## config.mk

```make
export PLATFORM = sky130hd
export DESIGN_NAME = led_frame_loader
export DESIGN_NICKNAME = d
export VERILOG_FILES = /design/src/rtl/led_panel_pkg.sv /design/src/rtl/fb_bank_swap.sv /design/src/rtl/led_frame_loader.sv
export SDC_FILE = /design/constraint.sdc
export NUM_CORES = 1
export LEC_CHECK = 0
export ABC_CLOCK_PERIOD_IN_PS = 2600
export CORE_MARGIN = 3
export CORE_UTILIZATION = 44
export DETAILED_ROUTE_END_ITERATION = 6
export PLACE_DENSITY = 0.81
export SLEW_MARGIN = 20
export SYNTH_ARGS = -nofsm -noshare
export SYNTH_HDL_FRONTEND = slang
export SYNTH_HIERARCHICAL = 1
export SYNTH_SLANG_ARGS = --single-unit
```

## constraint.sdc

```tcl
create_clock -name clk -period 2.6 [get_ports clk]
set_input_delay 0.52 -clock clk [delete_from_list [all_inputs] [get_ports clk]]
set_output_delay 0.52 -clock clk [all_outputs]
set_load 0.05 [all_outputs]
```

## src/rtl/led_panel_pkg.sv

```systemverilog
// led_panel_pkg
//   Shared definitions for the LED panel frame loader:
//   - panel geometry (columns, lines, pixel width) and derived address widths
//   - default destination MAC / ethertype accepted by the loader
//   - loader FSM state encoding
//   - framebuffer address packing {bank, line, col}
package led_panel_pkg;

  localparam int COLS   = 64;
  localparam int LINES  = 32;
  localparam int PIX_W  = 8;
  localparam int COL_W  = $clog2(COLS);
  localparam int LINE_W = $clog2(LINES);
  localparam int FB_AW  = 1 + LINE_W + COL_W;

  localparam logic [47:0] DEF_MAC_ADDR = 48'hDAD1D2D3D4D5;
  localparam logic [15:0] DEF_ETH_TYPE = 16'h88B5;

  typedef enum logic [1:0] {
    ST_IDLE     = 2'd0,
    ST_LINE_IDX = 2'd1,
    ST_PIXELS   = 2'd2,
    ST_DISCARD  = 2'd3
  } ldr_state_e;

  // Bank is the MSB so each bank occupies one contiguous half of the RAM.
  function automatic logic [FB_AW-1:0] pack_fb_addr(
    input logic              bank,
    input logic [LINE_W-1:0] line,
    input logic [COL_W-1:0]  col
  );
    return {bank, line, col};
  endfunction

endpackage

```

## src/rtl/fb_bank_swap.sv

```systemverilog
// fb_bank_swap
//   Double-buffer bank control. A completed frame raises pending; the next
//   frame_start pulse flips the displayed bank and counts the commit.
// Ports:
//   clk, rst          - clock, synchronous active-high reset
//   set_pending       - last line of a frame was written cleanly
//   frame_start       - panel driver frame-boundary pulse
//   pending           - a finished back-bank frame is waiting to be shown
//   disp_bank         - bank currently read by the panel driver
//   frames_committed  - number of swaps performed (wraps)
module fb_bank_swap (
  input  logic        clk,
  input  logic        rst,
  input  logic        set_pending,
  input  logic        frame_start,
  output logic        pending,
  output logic        disp_bank,
  output logic [15:0] frames_committed
);

  logic        pending_q, pending_d;
  logic        disp_bank_q, disp_bank_d;
  logic [15:0] commits_q, commits_d;

  // set_pending only fires while a packet is in flight, which cannot happen
  // while pending is already set, so a set and a swap never overlap. A
  // frame_start in the same cycle as set_pending therefore does not swap.
  always_comb begin
    pending_d   = pending_q;
    disp_bank_d = disp_bank_q;
    commits_d   = commits_q;
    if (set_pending) begin
      pending_d = 1'b1;
    end else if (frame_start && pending_q) begin
      pending_d   = 1'b0;
      disp_bank_d = ~disp_bank_q;
      commits_d   = commits_q + 16'd1;
    end
  end

  always_ff @(posedge clk) begin
    if (rst) begin
      pending_q   <= 1'b0;
      disp_bank_q <= 1'b0;
      commits_q   <= 16'd0;
    end else begin
      pending_q   <= pending_d;
      disp_bank_q <= disp_bank_d;
      commits_q   <= commits_d;
    end
  end

  assign pending          = pending_q;
  assign disp_bank        = disp_bank_q;
  assign frames_committed = commits_q;

endmodule

```

## src/rtl/led_frame_loader.sv

```systemverilog
// led_frame_loader
//   Filters parsed Ethernet packets by destination MAC and ethertype and writes
//   each accepted packet (byte 0 = line index, then COLS pixels) as one line
//   into the back bank of a double-buffered framebuffer. A cleanly written
//   last line marks the frame complete; the banks swap on the next frame_start.
// Ports:
//   clk, rst                       - clock, synchronous active-high reset
//   s_hdr_valid/ready, s_dest_mac,
//   s_eth_type                     - parsed header handshake
//   s_payload_t{data,valid,ready,
//   last,user}                     - payload stream, tuser = bad frame (with tlast)
//   frame_start                    - panel driver frame-boundary pulse
//   fb_wr_en/addr/data             - registered framebuffer write port
//   disp_bank                      - bank read by the panel driver
//   frames_committed, drop_count   - wrapping statistics counters
module led_frame_loader
  import led_panel_pkg::*;
#(
  parameter logic [47:0] MAC_ADDR = DEF_MAC_ADDR,
  parameter logic [15:0] ETH_TYPE = DEF_ETH_TYPE,
  parameter int          COLS     = led_panel_pkg::COLS,
  parameter int          LINES    = led_panel_pkg::LINES,
  parameter int          AW       = 1 + $clog2(LINES) + $clog2(COLS)
) (
  input  logic          clk,
  input  logic          rst,
  input  logic          s_hdr_valid,
  output logic          s_hdr_ready,
  input  logic [47:0]   s_dest_mac,
  input  logic [15:0]   s_eth_type,
  input  logic [7:0]    s_payload_tdata,
  input  logic          s_payload_tvalid,
  output logic          s_payload_tready,
  input  logic          s_payload_tlast,
  input  logic          s_payload_tuser,
  input  logic          frame_start,
  output logic          fb_wr_en,
  output logic [AW-1:0] fb_wr_addr,
  output logic [7:0]    fb_wr_data,
  output logic          disp_bank,
  output logic [15:0]   frames_committed,
  output logic [15:0]   drop_count
);

  localparam int CW = $clog2(COLS);
  localparam int LW = $clog2(LINES);
  localparam logic [CW-1:0] COL_LAST  = CW'(COLS - 1);
  localparam logic [LW-1:0] LINE_LAST = LW'(LINES - 1);

  ldr_state_e    state_q, state_d;
  logic          wbank_q, wbank_d;
  logic [LW-1:0] line_q, line_d;
  logic [CW-1:0] col_q, col_d;
  logic [15:0]   drop_count_q, drop_count_d;
  logic          fb_wr_en_q, fb_wr_en_d;
  logic [AW-1:0] fb_wr_addr_q, fb_wr_addr_d;
  logic [7:0]    fb_wr_data_q, fb_wr_data_d;

  logic pending;
  logic set_pending;
  logic drop;
  logic beat;
  logic hdr_match;

  assign hdr_match = (s_dest_mac == MAC_ADDR) && (s_eth_type == ETH_TYPE);

  always_comb begin
    state_d      = state_q;
    wbank_d      = wbank_q;
    line_d       = line_q;
    col_d        = col_q;
    drop_count_d = drop_count_q;
    fb_wr_en_d   = 1'b0;
    fb_wr_addr_d = fb_wr_addr_q;
    fb_wr_data_d = fb_wr_data_q;
    set_pending  = 1'b0;
    drop         = 1'b0;

    // Holding off headers while a frame waits for display keeps the shown
    // bank untouched and guarantees a swap never lands mid-packet.
    s_hdr_ready      = (state_q == ST_IDLE) && !pending;
    s_payload_tready = (state_q != ST_IDLE);
    beat             = s_payload_tvalid && s_payload_tready;

    unique case (state_q)
      ST_IDLE: begin
        if (s_hdr_valid && s_hdr_ready) begin
          if (hdr_match) begin
            wbank_d = ~disp_bank;
            state_d = ST_LINE_IDX;
          end else begin
            // Traffic for someone else is drained silently, not counted.
            state_d = ST_DISCARD;
          end
        end
      end

      ST_LINE_IDX: begin
        if (beat) begin
          if (s_payload_tlast) begin
            drop    = 1'b1;
            state_d = ST_IDLE;
          end else if ({24'd0, s_payload_tdata} >= LINES) begin
            drop    = 1'b1;
            state_d = ST_DISCARD;
          end else begin
            line_d  = s_payload_tdata[LW-1:0];
            col_d   = '0;
            state_d = ST_PIXELS;
          end
        end
      end

      ST_PIXELS: begin
        if (beat) begin
          fb_wr_en_d   = 1'b1;
          fb_wr_addr_d = pack_fb_addr(wbank_q, line_q, col_q);
          fb_wr_data_d = s_payload_tdata;
          col_d        = col_q + CW'(1);
          if (s_payload_tlast) begin
            state_d = ST_IDLE;
            if ((col_q == COL_LAST) && !s_payload_tuser) begin
              if (line_q == LINE_LAST) begin
                set_pending = 1'b1;
              end
            end else begin
              // Short or flagged-bad line: pixels already written stay.
              drop = 1'b1;
            end
          end else if (col_q == COL_LAST) begin
            // Over-long packet: line is full, throw away the excess.
            drop    = 1'b1;
            state_d = ST_DISCARD;
          end
        end
      end

      ST_DISCARD: begin
        if (beat && s_payload_tlast) begin
          state_d = ST_IDLE;
        end
      end

      default: state_d = ST_IDLE;
    endcase

    if (drop) begin
      drop_count_d = drop_count_q + 16'd1;
    end
  end

  always_ff @(posedge clk) begin
    if (rst) begin
      state_q      <= ST_IDLE;
      wbank_q      <= 1'b0;
      line_q       <= '0;
      col_q        <= '0;
      drop_count_q <= 16'd0;
      fb_wr_en_q   <= 1'b0;
      fb_wr_addr_q <= '0;
      fb_wr_data_q <= 8'd0;
    end else begin
      state_q      <= state_d;
      wbank_q      <= wbank_d;
      line_q       <= line_d;
      col_q        <= col_d;
      drop_count_q <= drop_count_d;
      fb_wr_en_q   <= fb_wr_en_d;
      fb_wr_addr_q <= fb_wr_addr_d;
      fb_wr_data_q <= fb_wr_data_d;
    end
  end

  fb_bank_swap u_bank_swap (
    .clk              (clk),
    .rst              (rst),
    .set_pending      (set_pending),
    .frame_start      (frame_start),
    .pending          (pending),
    .disp_bank        (disp_bank),
    .frames_committed (frames_committed)
  );

  assign fb_wr_en   = fb_wr_en_q;
  assign fb_wr_addr = fb_wr_addr_q;
  assign fb_wr_data = fb_wr_data_q;
  assign drop_count = drop_count_q;

endmodule

```

# After elaboration in Yosys (flattened, before gate mapping)
# Cells that the tools add are included.
# totals
rom_bits,0
output_inout_bits,56
latchBits,0
input_bits,79
mem_bits_rw,0
regBits,69
memories,0
# classes
n_eq_ne,14
bitwise,5
reduce_logical,20
shift,0
multipliers,0
add_sub_neg,3
mux,31
n_lt_le_gt_ge,1
n_div,0
# op_table
cell,n
$eq 48x48->1 const B,1
$add 16x1->16 const B,2
$mux 6,4
$eq 16x16->1 const B,1
$mux 1,16
$mux 2,8
$pmux 6 s2,1
$ne 2x2->1 const B,5
$reduce_and 5->1,2
$ge 8x6->1 const B,1
$pmux 2 s4,1
$logic_and 1x1->1,7
$add 6x1->6 const B,1
$eq 6x6->1 const B,1
$reduce_bool 2->1,3
$eq 5x5->1 const B,1
$not 1->1,5
$eq 2x2->1 const B,2
$reduce_and 2->1,2
$reduce_and 4->1,1
$ne 3x3->1 const B,1
$reduce_and 3->1,1
$eq 2x1->1 const B,1
$logic_not 1->1,2
other kinds (4),4

# Depth between registers and ports, before layout
# logic_depth
word_depth,8
mapped_depth,10
ltp_nobuf,9

# Modules after synthesis
# Netlist, hierarchy kept.
# by_module_without_submodules
mod,instances,area_per_inst_um2,cells_each,seq_area_each_um2
led_frame_loader,1,2557.5,310,1021.0
fb_bank_swap,1,845.8,90,360.3

# Worst setup path after synthesis
# OpenSTA, ideal clock, no wires.
# synth_timing
kind,reg2out
from,register state_q[0]
to,output port s_hdr_ready
setup_slack_ns,0.431
path_buffers,0
stages_incl_launch_ff,5
arrival_ns,1.649
cell_sequence,dfxtp_1 -> inv_1 -> ha_1 -> inv_1 -> nor2_1
# synth_between
elab_chain_len,2
# synth_lines
item,line_no,source
start: declaration,led_frame_loader.sv:50,"ldr_state_e state_q, state_d;"
start signal: assignment,led_frame_loader.sv:163,state_q <= state_d;
$logic_not 2->1,led_frame_loader.sv:81,s_hdr_ready = (state_q == ST_IDLE) && !pending;
$logic_and 1x1->1,led_frame_loader.sv:81,
end: declaration,led_frame_loader.sv:28,"output logic s_hdr_ready,"
# Every way passes these cells.

# Worst setup path in the final report
# layout_timing
from,input port s_payload_tuser
to,"register u_bank_swap.commits_q[14], in the netlist u_bank_swap/frames_committed[14]"
# layout_between
elab_chain_len,8
# layout_lines
item,line_no,source
start: declaration,led_frame_loader.sv:35,"input logic s_payload_tuser,"
$logic_not 1->1,led_frame_loader.sv:122,if ((col_q == COL_LAST) && !s_payload_tuser) begin
$logic_and 1x1->1,led_frame_loader.sv:122,
$mux 1,led_frame_loader.sv:122,
$mux 1,led_frame_loader.sv:120,if (s_payload_tlast) begin
$mux 1,led_frame_loader.sv:115,if (beat) begin
$mux 1,led_frame_loader.sv:85,unique case (state_q)
net set_pending,led_frame_loader.sv:60,logic set_pending;
$not 1->1 (no line),-,
$reduce_and 2->1 (no line),-,
end signal: assignment,fb_bank_swap.sv:49,commits_q <= commits_d;
end: declaration,fb_bank_swap.sv:23,"logic [15:0] commits_q, commits_d;"
# The timed path passes the listed nets, and every way through them passes these cells.
# A chain may end at the register's enable or synchronous reset.

==> results.cfg <==
[critical_path]
start_kind = primary input
critPathMaxStageDelay_ps = 510
critical_path_buf_inv_count = 2
crit_slowest_cell = or4_1
cp_max_fo = 7
required_ps = 2890
rrSetupSlack_ps = 350
critPathCaptureType = flop
crit_start = s_payload_tuser
cp_cell_sequence = clkdlybuf4s50_1 -> nand2b_1 -> or3_1 -> nor4_1 -> buf_4 -> and4b_1 -> nand2_1 -> or4_1 -> a21oi_1
rr_startpoint = state_q[0]$_SDFFE_PP0P_
critPathKind = primary input to flop
crit_family = simple AND/OR/NAND/NOR gates
worstPathArrival_ps = 2590

[synth]
synth_top_cell_by_area = dfxtp_1
syn_nets = 486
ys.flop_type = dfxtp_1
synth_cells = 400
netlist_top_cells_area = dfxtp_1, nand2_1, a21oi_1
synth.avg_cell_area_um2 = 8.51
synth.cell_area_um2 = 3400
synth_top_area_frac = 0.406
synth_seq_cells = 69
yosysSeqAreaShare = 0.406
synth_edf_count = 0
yosysUniqueCellTypes = 55
ys.warnings.count = 6
async_reset_ff_frac = 0

[timing]
maxSlewViolCount = 0
hold_viol = 0
period_minus_slack_ps = 2300
rsz0062_at_grt = false
setup_violations = 0
finalSetupTns_ps = 0
clock.fmax_mhz = 434
fin_crit_sh = 0.886
finClkSkew_ps = 8.36
tightest_slew_ps = 529
max_slew_margin = 0.646

[cells_and_area]
nNetsFinal = 628
diodes = 0
fillers = 585
drive_above_1_share = 0.0896
areaGrowthSynthToFinish_pct = 49.6
regArea_um2 = 1380
multiInputGateArea_um2 = 1890
design_area_um2 = 5090

[die]
rows = 31
ios = 135
dieHeight_um = 93.9
initial_core_util = 0.462
die_w_um = 93.9
core_area_um2 = 7370
die_area_um2 = 8830

[global_route]
grt_usage = 0.228
overflow = 0
grt_pass1_vias = 3371
grt_pass1_wl_um = 16100
grt_max_degree = 34
antenna_found_initial = 0

[pwr]
power_leakage_nw = 1.76
p_total_w = 0.00295
ir_worst_vdd_mv = 0.528
pwr_density_cell_nw_per_um2 = 579

[clock_tree]
cts_tree = built
cts.sinks = 69
clock_latency_ps = 350
cts_setup_buffers = 0
cts_buffer_depth = 2
cts.clk_slew.worst_paths_ps = 80
cts_hold_buf = 0
root_buffer = clkbuf_8
cts_resized = 0
htree_levels = 3
cts_buffers = 9

[route]
drc = 0
first_pass_iters = 5
via_per_inst = 5.33
drtAntennaViolNets = 0
first_iter_violations = 229
vias = 3440
wire_per_inst_um = 15.2
wirelength_um = 9810

[job]
drv_cap = 0

[place]
routabilityCongestion = 0.838
placed_cell_area_um2 = 4870
hpwl_um = 7550
port-buffer-count = 134

[status]
status = finished, final reports clean

[min_path]
min_path_type = flop to flop
hold_start = fb_wr_data[4]$_SDFFE_PP0P_
[registers in the layout, summed over array words and instances, names as in the netlist]
register and flops:
u_bank_swap/disp_bank 1, col_q 6, fb_wr_addr 12, fb_wr_en 1, fb_wr_data 8, u_bank_swap/pending 1, state_q 2, line_q 5
u_bank_swap/frames_committed 16, drop_count 16, wbank_q 1
[stage by stage]
step / setup slack [ps] / hold slack (ps) / instances / utilization
4_1_cts: 310 / 461 / 646 / 0.691
2_1_floorplan: 431 / 431 / 400 / -
5_1_grt: 149 / 481 / 646 / 0.691
3_3_place_gp: -8.73 / 441 / 630 / 0.661
6_report: 297 / 457 / 646 / 0.691
3_5_place_dp: -42.5 / 449 / 630 / 0.661
[Yosys cell counts, types with 5 or more instances]
master / count
xor2_1: 7
o31ai_1: 5
nor3_1: 8
o41ai_1: 5
or3_1: 10
mux2i_1: 8
nand2_1: 61
nand4_1: 8
nor2_1: 43
nor4_1: 6
o21ai_0: 8
a21oi_1: 41
xnor2_1: 11
nand4b_1: 5
dfxtp_1: 69
nand3_1: 14
ha_1: 7
clkbuf_1: 10
inv_1: 10
[power breakdown]
part	switching [W]	total [W]	leakage, nW	internal [W]
sequential	0.0000293	0.00112	0.556	0.00109
clock	0.000432	0.000977	0.106	0.000545
combinational	0.000496	0.000854	1.09	0.000358
total	0.000958	0.00295	1.76	0.00199
[placed cells by master, fill, tap and decap left out, drive strengths merged, types with 9 or more instances in the layout]
master / Yosys / final
xnor2: 11 / 11
dfxtp: 69 / 69
nand2: 61 / 61
or3: 11 / 11
nor3: 9 / 9
clkbuf: 11 / 9
inv: 10 / 12
nand4: 10 / 10
nor2: 43 / 43
nand3: 15 / 15
a21oi: 41 / 41
clkdlybuf4s50: 0 / 131
buf: 6 / 17
[worst paths after layout]
path | to | depth (start not counted)
max reg2reg | u_bank_swap/frames_committed[14]$_SDFFE_PP0P_ | 10
min | fb_wr_data[4]$_SDFFE_PP0P_ | 2
max | u_bank_swap/frames_committed[14]$_SDFFE_PP0P_ | 9
min reg2reg | fb_wr_data[4]$_SDFFE_PP0P_ | 2
[final cells by class]
cell class / instances / share of cell area
Timing Repair Buffer: 148 / 0.282
Tap cell: 99 / 0.0243
Multi-Input combinational cell: 304 / 0.371
Clock inverter: 7 / 0.0192
Inverter: 10 / 0.00737
Clock buffer: 9 / 0.0243
Sequential cell: 69 / 0.271
[worst register-to-register path, stage by stage (launching register included)]
cell and delay, ps:
dfxtp_1 330, inv_1 100, ha_1 200, nor2b_1 70, nand2_1 80, nor4_1 60
buf_4 150, and4b_1 430, nand2_1 120, or4_1 510, a21oi_1 140
[per-layer routing]
layer / GRT usage / part of all wire / vias up
li1: - / - / 1714
met1: 0.280 / 0.43 / 1617
met2: 0.393 / 0.51 / 100
met3: 0.0729 / 0.055 / 9
met4: 0.0421 / 0.0052 / 0
met5: 0 / 0 / -
[cells by family (layout without fill, tap and decap cells)]
logic type | count (synthesis) | after routing | share of synthesized area
AO/OA/AOI/OAI | 70 | 70 | 0.125
adder cells (fa/ha/maj) | 7 | 7 | 0.0257
multiplexers | 9 | 9 | 0.0268
XOR/XNOR | 18 | 18 | 0.0463
AND/OR/NAND/NOR | 200 | 200 | 0.332
buffers and inverters | 27 | 174 | 0.0382
flip-flops | 69 | 69 | 0.406
(Power assumes the default switching activity.)
